### config.mk
export PLATFORM = sky130hd
export DESIGN_NAME = mfp_uart_transmitter
export DESIGN_NICKNAME = d
export VERILOG_FILES = /design/src/rtl/mfp_uart_transmitter_pkg.sv /design/src/rtl/mfp_uart_tx_fifo.sv /design/src/rtl/mfp_uart_transmitter.sv
export SDC_FILE = /design/constraint.sdc
export NUM_CORES = 1
export LEC_CHECK = 0
export BUFFER_PORTS_ARGS = -buffer_cell sky130_fd_sc_hd__buf_2
export CAP_MARGIN = 30
export CORE_MARGIN = 2
export CORE_UTILIZATION = 50
export DETAILED_ROUTE_END_ITERATION = 7
export GPL_TIMING_DRIVEN = 0
export PLACE_DENSITY = 0.73
export SLEW_MARGIN = 20
export SYNTH_ARGS = -nofsm -noshare
export SYNTH_HDL_FRONTEND = slang
export SYNTH_SLANG_ARGS = --single-unit
### constraint.sdc
create_clock -name clock -period 2.6 [get_ports clock]
set_input_delay 0.13 -clock clock [delete_from_list [all_inputs] [get_ports clock]]
set_output_delay 0.13 -clock clock [all_outputs]
set_load 0.05 [all_outputs]
### src/rtl/mfp_uart_transmitter_pkg.sv
// Shared constants, FSM state encoding and helpers for the mfp UART transmitter.
// Optional even-parity support is enabled by defining MFP_UART_TX_PARITY_EN.
package mfp_uart_transmitter_pkg;

  localparam int DEFAULT_CLOCK_FREQUENCY = 50000000;
  localparam int DEFAULT_BAUD_RATE       = 115200;
  localparam int DEFAULT_FIFO_DEPTH      = 16;
  localparam int DATA_BITS               = 8;

  typedef enum logic [2:0] {
    ST_IDLE   = 3'd0,
    ST_START  = 3'd1,
    ST_DATA   = 3'd2,
`ifdef MFP_UART_TX_PARITY_EN
    ST_PARITY = 3'd3,
`endif
    ST_STOP   = 3'd4
  } tx_state_e;

  function automatic logic is_pow2(input int value);
    return (value >= 2) && ((value & (value - 1)) == 0);
  endfunction

`ifdef MFP_UART_TX_PARITY_EN
  // Even parity: the parity bit makes the total count of ones even.
  function automatic logic even_parity(input logic [DATA_BITS-1:0] data);
    return ^data;
  endfunction
`endif

endpackage

### src/rtl/mfp_uart_tx_fifo.sv
// Synchronous byte FIFO feeding the UART transmitter; pointers wrap modulo DEPTH.
module mfp_uart_tx_fifo #(
  parameter int DEPTH = 16,
  parameter int WIDTH = 8
) (
  input  logic                     clock,
  input  logic                     reset_n,
  input  logic                     push_i,
  input  logic                     pop_i,
  input  logic [WIDTH-1:0]         wdata_i,
  output logic [WIDTH-1:0]         rdata_o,
  output logic                     full_o,
  output logic                     empty_o,
  output logic [$clog2(DEPTH):0]   count_o
);

  localparam int AW = $clog2(DEPTH);

  logic [WIDTH-1:0] mem_q [DEPTH];
  logic [AW-1:0]    wr_ptr_q;
  logic [AW-1:0]    wr_ptr_d;
  logic [AW-1:0]    rd_ptr_q;
  logic [AW-1:0]    rd_ptr_d;
  logic [AW:0]      count_q;
  logic [AW:0]      count_d;
  logic             push_s;
  logic             pop_s;

  // Requests against a full or empty FIFO are dropped rather than corrupting state.
  assign push_s = push_i && (count_q != DEPTH[AW:0]);
  assign pop_s  = pop_i && (count_q != {(AW+1){1'b0}});

  always_comb begin
    wr_ptr_d = wr_ptr_q;
    rd_ptr_d = rd_ptr_q;
    count_d  = count_q;
    if (push_s) begin
      wr_ptr_d = wr_ptr_q + {{(AW-1){1'b0}}, 1'b1};
    end else begin
      wr_ptr_d = wr_ptr_q;
    end
    if (pop_s) begin
      rd_ptr_d = rd_ptr_q + {{(AW-1){1'b0}}, 1'b1};
    end else begin
      rd_ptr_d = rd_ptr_q;
    end
    case ({push_s, pop_s})
      2'b10:   count_d = count_q + {{AW{1'b0}}, 1'b1};
      2'b01:   count_d = count_q - {{AW{1'b0}}, 1'b1};
      default: count_d = count_q;
    endcase
  end

  always_ff @(posedge clock or negedge reset_n) begin
    if (!reset_n) begin
      wr_ptr_q <= {AW{1'b0}};
      rd_ptr_q <= {AW{1'b0}};
      count_q  <= {(AW+1){1'b0}};
    end else begin
      wr_ptr_q <= wr_ptr_d;
      rd_ptr_q <= rd_ptr_d;
      count_q  <= count_d;
    end
  end

  always_ff @(posedge clock) begin
    if (push_s) begin
      mem_q[wr_ptr_q] <= wdata_i;
    end
  end

  assign rdata_o = mem_q[rd_ptr_q];
  assign full_o  = (count_q == DEPTH[AW:0]);
  assign empty_o = (count_q == {(AW+1){1'b0}});
  assign count_o = count_q;

endmodule

### src/rtl/mfp_uart_transmitter.sv
// Serial UART transmitter (8N1, or 8E1 when MFP_UART_TX_PARITY_EN is defined) with an input FIFO.
// Frames are sent LSB-first, back-to-back with no idle gap while the FIFO has data.
module mfp_uart_transmitter
  import mfp_uart_transmitter_pkg::*;
#(
  parameter int CLOCK_FREQUENCY = DEFAULT_CLOCK_FREQUENCY,
  parameter int BAUD_RATE       = DEFAULT_BAUD_RATE,
  parameter int FIFO_DEPTH      = DEFAULT_FIFO_DEPTH
) (
  input  logic                          clock,
  input  logic                          reset_n,
  input  logic [7:0]                    byte_data,
  input  logic                          byte_valid,
  output logic                          byte_ready,
  output logic                          tx,
  output logic                          busy,
  output logic [$clog2(FIFO_DEPTH):0]   fifo_count
);

  localparam int DIV = CLOCK_FREQUENCY / BAUD_RATE;
  localparam int CW  = (DIV > 2) ? $clog2(DIV) : 1;
  localparam logic [CW-1:0] CNT_ZERO = {CW{1'b0}};
  localparam logic [CW-1:0] CNT_ONE  = {{(CW-1){1'b0}}, 1'b1};
  localparam logic [CW-1:0] CNT_LAST = CW'(DIV - 1);

  if (DIV < 2) begin : g_div_check
    $error("mfp_uart_transmitter: CLOCK_FREQUENCY/BAUD_RATE must be at least 2");
  end
  if (!is_pow2(FIFO_DEPTH)) begin : g_depth_check
    $error("mfp_uart_transmitter: FIFO_DEPTH must be a power of two >= 2");
  end

  tx_state_e                   state_q;
  tx_state_e                   state_d;
  logic [CW-1:0]               cnt_q;
  logic [CW-1:0]               cnt_d;
  logic [2:0]                  bit_idx_q;
  logic [2:0]                  bit_idx_d;
  logic [7:0]                  shift_q;
  logic [7:0]                  shift_d;
  logic                        tx_q;
  logic                        tx_d;
  logic                        pop_s;
  logic                        push_s;
  logic                        bit_end_s;
  logic                        fifo_full_s;
  logic                        fifo_empty_s;
  logic [7:0]                  fifo_rdata_s;
  logic [$clog2(FIFO_DEPTH):0] fifo_count_s;

  assign push_s    = byte_valid && !fifo_full_s;
  assign bit_end_s = (cnt_q == CNT_LAST);

  mfp_uart_tx_fifo #(
    .DEPTH (FIFO_DEPTH),
    .WIDTH (8)
  ) u_fifo (
    .clock   (clock),
    .reset_n (reset_n),
    .push_i  (push_s),
    .pop_i   (pop_s),
    .wdata_i (byte_data),
    .rdata_o (fifo_rdata_s),
    .full_o  (fifo_full_s),
    .empty_o (fifo_empty_s),
    .count_o (fifo_count_s)
  );

  // tx_d is the line level for the bit that begins on the next edge.
  always_comb begin
    state_d   = state_q;
    cnt_d     = cnt_q;
    bit_idx_d = bit_idx_q;
    shift_d   = shift_q;
    tx_d      = tx_q;
    pop_s     = 1'b0;
    case (state_q)
      ST_IDLE: begin
        cnt_d = CNT_ZERO;
        if (!fifo_empty_s) begin
          pop_s   = 1'b1;
          shift_d = fifo_rdata_s;
          tx_d    = 1'b0;
          state_d = ST_START;
        end else begin
          tx_d    = 1'b1;
          state_d = ST_IDLE;
        end
      end
      ST_START: begin
        if (bit_end_s) begin
          cnt_d     = CNT_ZERO;
          bit_idx_d = 3'd0;
          tx_d      = shift_q[0];
          state_d   = ST_DATA;
        end else begin
          cnt_d = cnt_q + CNT_ONE;
        end
      end
      ST_DATA: begin
        if (bit_end_s) begin
          cnt_d = CNT_ZERO;
          if (bit_idx_q == 3'd7) begin
`ifdef MFP_UART_TX_PARITY_EN
            tx_d    = even_parity(shift_q);
            state_d = ST_PARITY;
`else
            tx_d    = 1'b1;
            state_d = ST_STOP;
`endif
          end else begin
            bit_idx_d = bit_idx_q + 3'd1;
            tx_d      = shift_q[bit_idx_q + 3'd1];
          end
        end else begin
          cnt_d = cnt_q + CNT_ONE;
        end
      end
`ifdef MFP_UART_TX_PARITY_EN
      ST_PARITY: begin
        if (bit_end_s) begin
          cnt_d   = CNT_ZERO;
          tx_d    = 1'b1;
          state_d = ST_STOP;
        end else begin
          cnt_d = cnt_q + CNT_ONE;
        end
      end
`endif
      ST_STOP: begin
        if (bit_end_s) begin
          cnt_d = CNT_ZERO;
          // Chain straight into the next start bit so queued bytes leave without an idle gap.
          if (!fifo_empty_s) begin
            pop_s   = 1'b1;
            shift_d = fifo_rdata_s;
            tx_d    = 1'b0;
            state_d = ST_START;
          end else begin
            tx_d    = 1'b1;
            state_d = ST_IDLE;
          end
        end else begin
          cnt_d = cnt_q + CNT_ONE;
        end
      end
      default: begin
        cnt_d   = CNT_ZERO;
        tx_d    = 1'b1;
        state_d = ST_IDLE;
      end
    endcase
  end

  always_ff @(posedge clock or negedge reset_n) begin
    if (!reset_n) begin
      state_q   <= ST_IDLE;
      cnt_q     <= CNT_ZERO;
      bit_idx_q <= 3'd0;
      shift_q   <= 8'h00;
      tx_q      <= 1'b1;
    end else begin
      state_q   <= state_d;
      cnt_q     <= cnt_d;
      bit_idx_q <= bit_idx_d;
      shift_q   <= shift_d;
      tx_q      <= tx_d;
    end
  end

  assign tx         = tx_q;
  assign byte_ready = !fifo_full_s;
  assign fifo_count = fifo_count_s;
  assign busy       = (state_q != ST_IDLE) || (fifo_count_s != {($clog2(FIFO_DEPTH)+1){1'b0}});

endmodule

==> impl_metrics.prom <==
# TYPE chip_impl_metric gauge
chip_impl_info{name="synthTopCellsByArea",value="sky130_fd_sc_hd__edfxtp_1 55%, sky130_fd_sc_hd__dfrtp_1 13%, sky130_fd_sc_hd__mux4_2 8.4%"} 1
chip_impl_info{name="holdCritStartpoint",value="byte_data[5]"} 1
chip_impl_metric{name="number_of_antenna_violations_at_the_first_check_in_global_routing",unit=""} 0
chip_impl_info{name="rsz_0062_raised_after_global_routing",value="yes"} 1
chip_impl_metric{name="crit_fanout",unit=""} 13
chip_impl_metric{name="clkSinkCount",unit=""} 165
chip_impl_metric{name="worstSkewPairLatency",unit="ps"} 430
chip_impl_metric{name="max_slew_margin",unit=""} 0.4590
chip_impl_metric{name="die-area",unit="mm2"} 0.01488
chip_impl_metric{name="r2r_setup_slack",unit="ps"} 40
chip_impl_info{name="crit_type",value="reg -> reg"} 1
chip_impl_metric{name="dp_hpwl",unit="um"} 8159
chip_impl_metric{name="final_slew_violations",unit=""} 0
chip_impl_metric{name="dr.pass1.iters",unit=""} 4
chip_impl_metric{name="via_count_of_the_first_global_routing_pass",unit=""} 3775
chip_impl_metric{name="vias_per_cell",unit=""} 5.560
chip_impl_metric{name="cts_max_level",unit=""} 4
chip_impl_metric{name="finalHoldViolations",unit=""} 0
chip_impl_metric{name="finalWeightedCongestion",unit=""} 0.8158
chip_impl_metric{name="synthesized_area_per_cell",unit="um2"} 17.31
chip_impl_metric{name="grt_start_max_net_pins",unit=""} 38
chip_impl_metric{name="numPortBuffers",unit=""} 18
chip_impl_metric{name="wl_per_cell",unit="um"} 19.65
chip_impl_info{name="tritoncts_clock_tree",value="yes"} 1
chip_impl_metric{name="net_count_synth",unit=""} 427
chip_impl_metric{name="yosys_top_cell_area_share",unit=""} 0.5524
chip_impl_metric{name="placed_cells",unit=""} 600
chip_impl_metric{name="syn-instance-count",unit=""} 402
chip_impl_metric{name="hold_path_depth",unit=""} 1
chip_impl_metric{name="layout_setup_ws",unit="ps"} 39.59
chip_impl_metric{name="total_drc_errors_in_the_routed_layout",unit=""} 0
chip_impl_info{name="regToRegEndpoint",value="u_fifo.count_o[4]$_DFFE_PN0P_"} 1
chip_impl_metric{name="netlist-cell-type-count",unit=""} 43
chip_impl_metric{name="grt_first_pass_wirelength",unit="um"} 20340
chip_impl_metric{name="final_min_period_over_clock_period",unit=""} 0.9848
chip_impl_metric{name="io_pins",unit=""} 19
chip_impl_metric{name="drive_gt1_frac",unit=""} 0.2808
chip_impl_info{name="holdPathEnd",value="u_fifo.mem_q[5][5]$_DFFE_PP_"} 1
chip_impl_metric{name="ir_drop",unit="uV"} 481.5
chip_impl_info{name="worstSetupEndpointType",value="flop"} 1
chip_impl_metric{name="utilization",unit=""} 0.5842
chip_impl_metric{name="timing.critical_path.slowest_cell_delay",unit="ps"} 460
chip_impl_metric{name="clock_pin_slew_of_the_registers_on_the_worst_case_setup_and_hold_paths",unit="ps"} 70
chip_impl_metric{name="leakage_component_of_the_power",unit="nW"} 2.824
chip_impl_metric{name="coreArea",unit="mm2"} 0.01372
chip_impl_metric{name="fillerInstances",unit=""} 1031
chip_impl_metric{name="die_outline_height",unit="um"} 122.0
chip_impl_info{name="regToRegStartpoint",value="u_fifo.count_o[2]$_DFFE_PN0P_"} 1
chip_impl_info{name="status",value="finished, final reports clean"} 1
chip_impl_metric{name="antenna_diodes",unit=""} 0
chip_impl_metric{name="max_cap_viol_count",unit=""} 0
chip_impl_metric{name="initialDrtViolationCount",unit=""} 304
chip_impl_metric{name="core.rowCount",unit=""} 43
chip_impl_metric{name="stdcell_count",unit=""} 643
chip_impl_metric{name="num_vias",unit=""} 3575
chip_impl_metric{name="worst-slew-pin-transition",unit="ps"} 811.4
chip_impl_info{name="clock_tree.root_cell",value="sky130_fd_sc_hd__clkbuf_16"} 1
chip_impl_metric{name="cts_made_buffers",unit=""} 17
chip_impl_metric{name="die-width",unit="um"} 122.0
chip_impl_info{name="synth_most_common_cell",value="sky130_fd_sc_hd__edfxtp_1"} 1
chip_impl_metric{name="ant_nets",unit=""} 0
chip_impl_info{name="netlist_top_cells_count",value="128 x sky130_fd_sc_hd__edfxtp_1, 40 x sky130_fd_sc_hd__nor2_1, 36 x sky130_fd_sc_hd__dfrtp_1"} 1
chip_impl_info{name="critical_path.top_delay_family",value="compound AO/OA/AOI/OAI gates"} 1
chip_impl_metric{name="post-route-min-period",unit="ps"} 2560
chip_impl_metric{name="ys_warn_count",unit=""} 0
chip_impl_metric{name="synth_async_sr_flop_share",unit=""} 0.2242
chip_impl_metric{name="fmax",unit="MHz"} 390.6
chip_impl_info{name="worstPathCellList",value="nor4_4 -> a211o_1 -> a21o_4 -> inv_8 -> ha_4 -> fa_2 -> a21o_1 -> a21oi_2 -> xor2_1 -> nor2_1 -> xnor2_1"} 1
chip_impl_info{name="yosys_most_used_dff",value="sky130_fd_sc_hd__edfxtp_1"} 1
chip_impl_metric{name="area_added_between_synthesis_and_finish",unit="%"} 15.20
chip_impl_metric{name="finish.net_count",unit=""} 475
chip_impl_metric{name="grt_util_all_layers",unit=""} 0.1915
chip_impl_metric{name="yosys_register_bits",unit=""} 165
chip_impl_info{name="critPathSlowestCell",value="sky130_fd_sc_hd__dfrtp_2"} 1
chip_impl_metric{name="synth_enable_flop_cells",unit=""} 128
chip_impl_metric{name="timing.critical_path.arrival",unit="ps"} 2880
chip_impl_metric{name="overflow",unit=""} 0
chip_impl_metric{name="final.setup_skew",unit="ps"} 11.57
chip_impl_info{name="cell_type_contributing_the_most_total_cell_area_after_synthesis",value="sky130_fd_sc_hd__edfxtp_1"} 1
chip_impl_info{name="min-delay-path-class",value="in -> reg"} 1
chip_impl_metric{name="setup_viol",unit=""} 0
chip_impl_metric{name="setup_tns",unit="ps"} 0
chip_impl_metric{name="preCtsSetupSlack",unit="ps"} -131.5
chip_impl_metric{name="effective_utilization_at_floorplan",unit=""} 0.5072
chip_impl_metric{name="synth-seq-area-share",unit=""} 0.6857
chip_impl_metric{name="synth.cell_area",unit="mm2"} 0.006958
chip_impl_metric{name="cp_data_required_time",unit="ps"} 2920
chip_impl_metric{name="worst-path-buf-inv",unit=""} 1
chip_impl_metric{name="powerDensity",unit="mW/mm2"} 820.2
chip_impl_metric{name="r2r.worst_path.cells",unit=""} 11
chip_impl_metric{name="routed_wl",unit="um"} 12630
chip_impl_metric{name="max-clock-path-buffers",unit=""} 2
chip_impl_info{name="start_kind",value="flop"} 1
layer usage:
layer | share of wire | GRT usage
met1 | 0.42 | 0.2443
met2 | 0.52 | 0.3118
met3 | 0.054 | 0.05805
met4 | 0.010 | 0.07040
met5 | 0 | 0
placed cells by master (no fill, tap or decap), types with 9 or more instances in the layout:
cell                        synthesis  final
sky130_fd_sc_hd__mux4_2            26     26
sky130_fd_sc_hd__xnor2_1           14     14
sky130_fd_sc_hd__inv_1             10      9
sky130_fd_sc_hd__ha_1              13     11
sky130_fd_sc_hd__edfxtp_1         128    128
sky130_fd_sc_hd__nand2_1           17     16
sky130_fd_sc_hd__mux2i_1            9      9
sky130_fd_sc_hd__buf_4              5     16
sky130_fd_sc_hd__buf_2              4     22
sky130_fd_sc_hd__clkbuf_16          0     17
sky130_fd_sc_hd__a211oi_1           9      9
sky130_fd_sc_hd__nor2_1            40     40
sky130_fd_sc_hd__dfrtp_1           36     31
per-stage QoR:
stage	power, mW	cell area (um2)	hold WS [ps]
2_1_floorplan	3.889	7010	-165.6
3_3_place_gp	4.102	7326	262.4
3_5_place_dp	4.173	7346	267.2
4_1_cts	6.571	7955	82.81
5_1_grt	6.856	8015	95.82
6_report	6.574	8015	92.55
worst max path at each step:
stage,start,endpoint,depth (start not counted)
3_5_place_dp,u_fifo.count_o[2]$_DFFE_PN0P_,u_fifo.count_o[4]$_DFFE_PN0P_,12
3_3_place_gp,u_fifo.count_o[2]$_DFFE_PN0P_,u_fifo.count_o[4]$_DFFE_PN0P_,12
2_1_floorplan,u_fifo.count_o[2]$_DFFE_PN0P_,u_fifo.count_o[4]$_DFFE_PN0P_,12
6_report,u_fifo.count_o[2]$_DFFE_PN0P_,u_fifo.count_o[4]$_DFFE_PN0P_,11
4_1_cts,u_fifo.count_o[1]$_DFFE_PN0P_,u_fifo.count_o[4]$_DFFE_PN0P_,12
5_1_grt,u_fifo.count_o[2]$_DFFE_PN0P_,u_fifo.count_o[4]$_DFFE_PN0P_,11
kinds of logic after synthesis:
logic type,synth area share
mux,0.1306
compound gates,0.04657
fa+ha+maj,0.02625
buf+inv,0.02518
simple gates,0.06312
xor+xnor,0.02266
flops,0.6857
power by group:
part	internal (mW)	switching, mW
Clock	1.34	1.05
Combinational	0.308	0.616
Sequential	3.13	0.124
timing repair:
| action | 4_1_cts | 5_1_grt |
|---|---|---|
| pin swaps | 2 | 9 |
| gates resized for setup | 1 | 5 |
| hold buffers | 1 | 0 |
| endpoints found under the hold margin | 36 | 0 |
| buffers inserted | 3 | 9 |
| setup endpoints to repair | 2 | 2 |
sequential cells by signal (all words and copies together) (netlist names):
name / cells
u_fifo.mem_q: 128
cnt_q: 9
shift_q: 8
u_fifo.count_o: 5
u_fifo.rd_ptr_q: 4
u_fifo.wr_ptr_q: 4
bit_idx_q: 3
state_q: 3
tx: 1
area by class of cell:
cell class / instances / area, um2 / area share
timing repair buffer: 31 / 190.2 / 0.02373
clock inverter: 15 / 145.1 / 0.01811
buffer: 18 / 122.6 / 0.01530
multi-input combinational: 206 / 2081 / 0.2596
tap: 180 / 225.2 / 0.02810
sequential: 165 / 4777 / 0.5960
inverter: 11 / 48.80 / 0.006088
clock buffer: 17 / 425.4 / 0.05308
No activity file was read; power rests on OpenSTA's default activity.
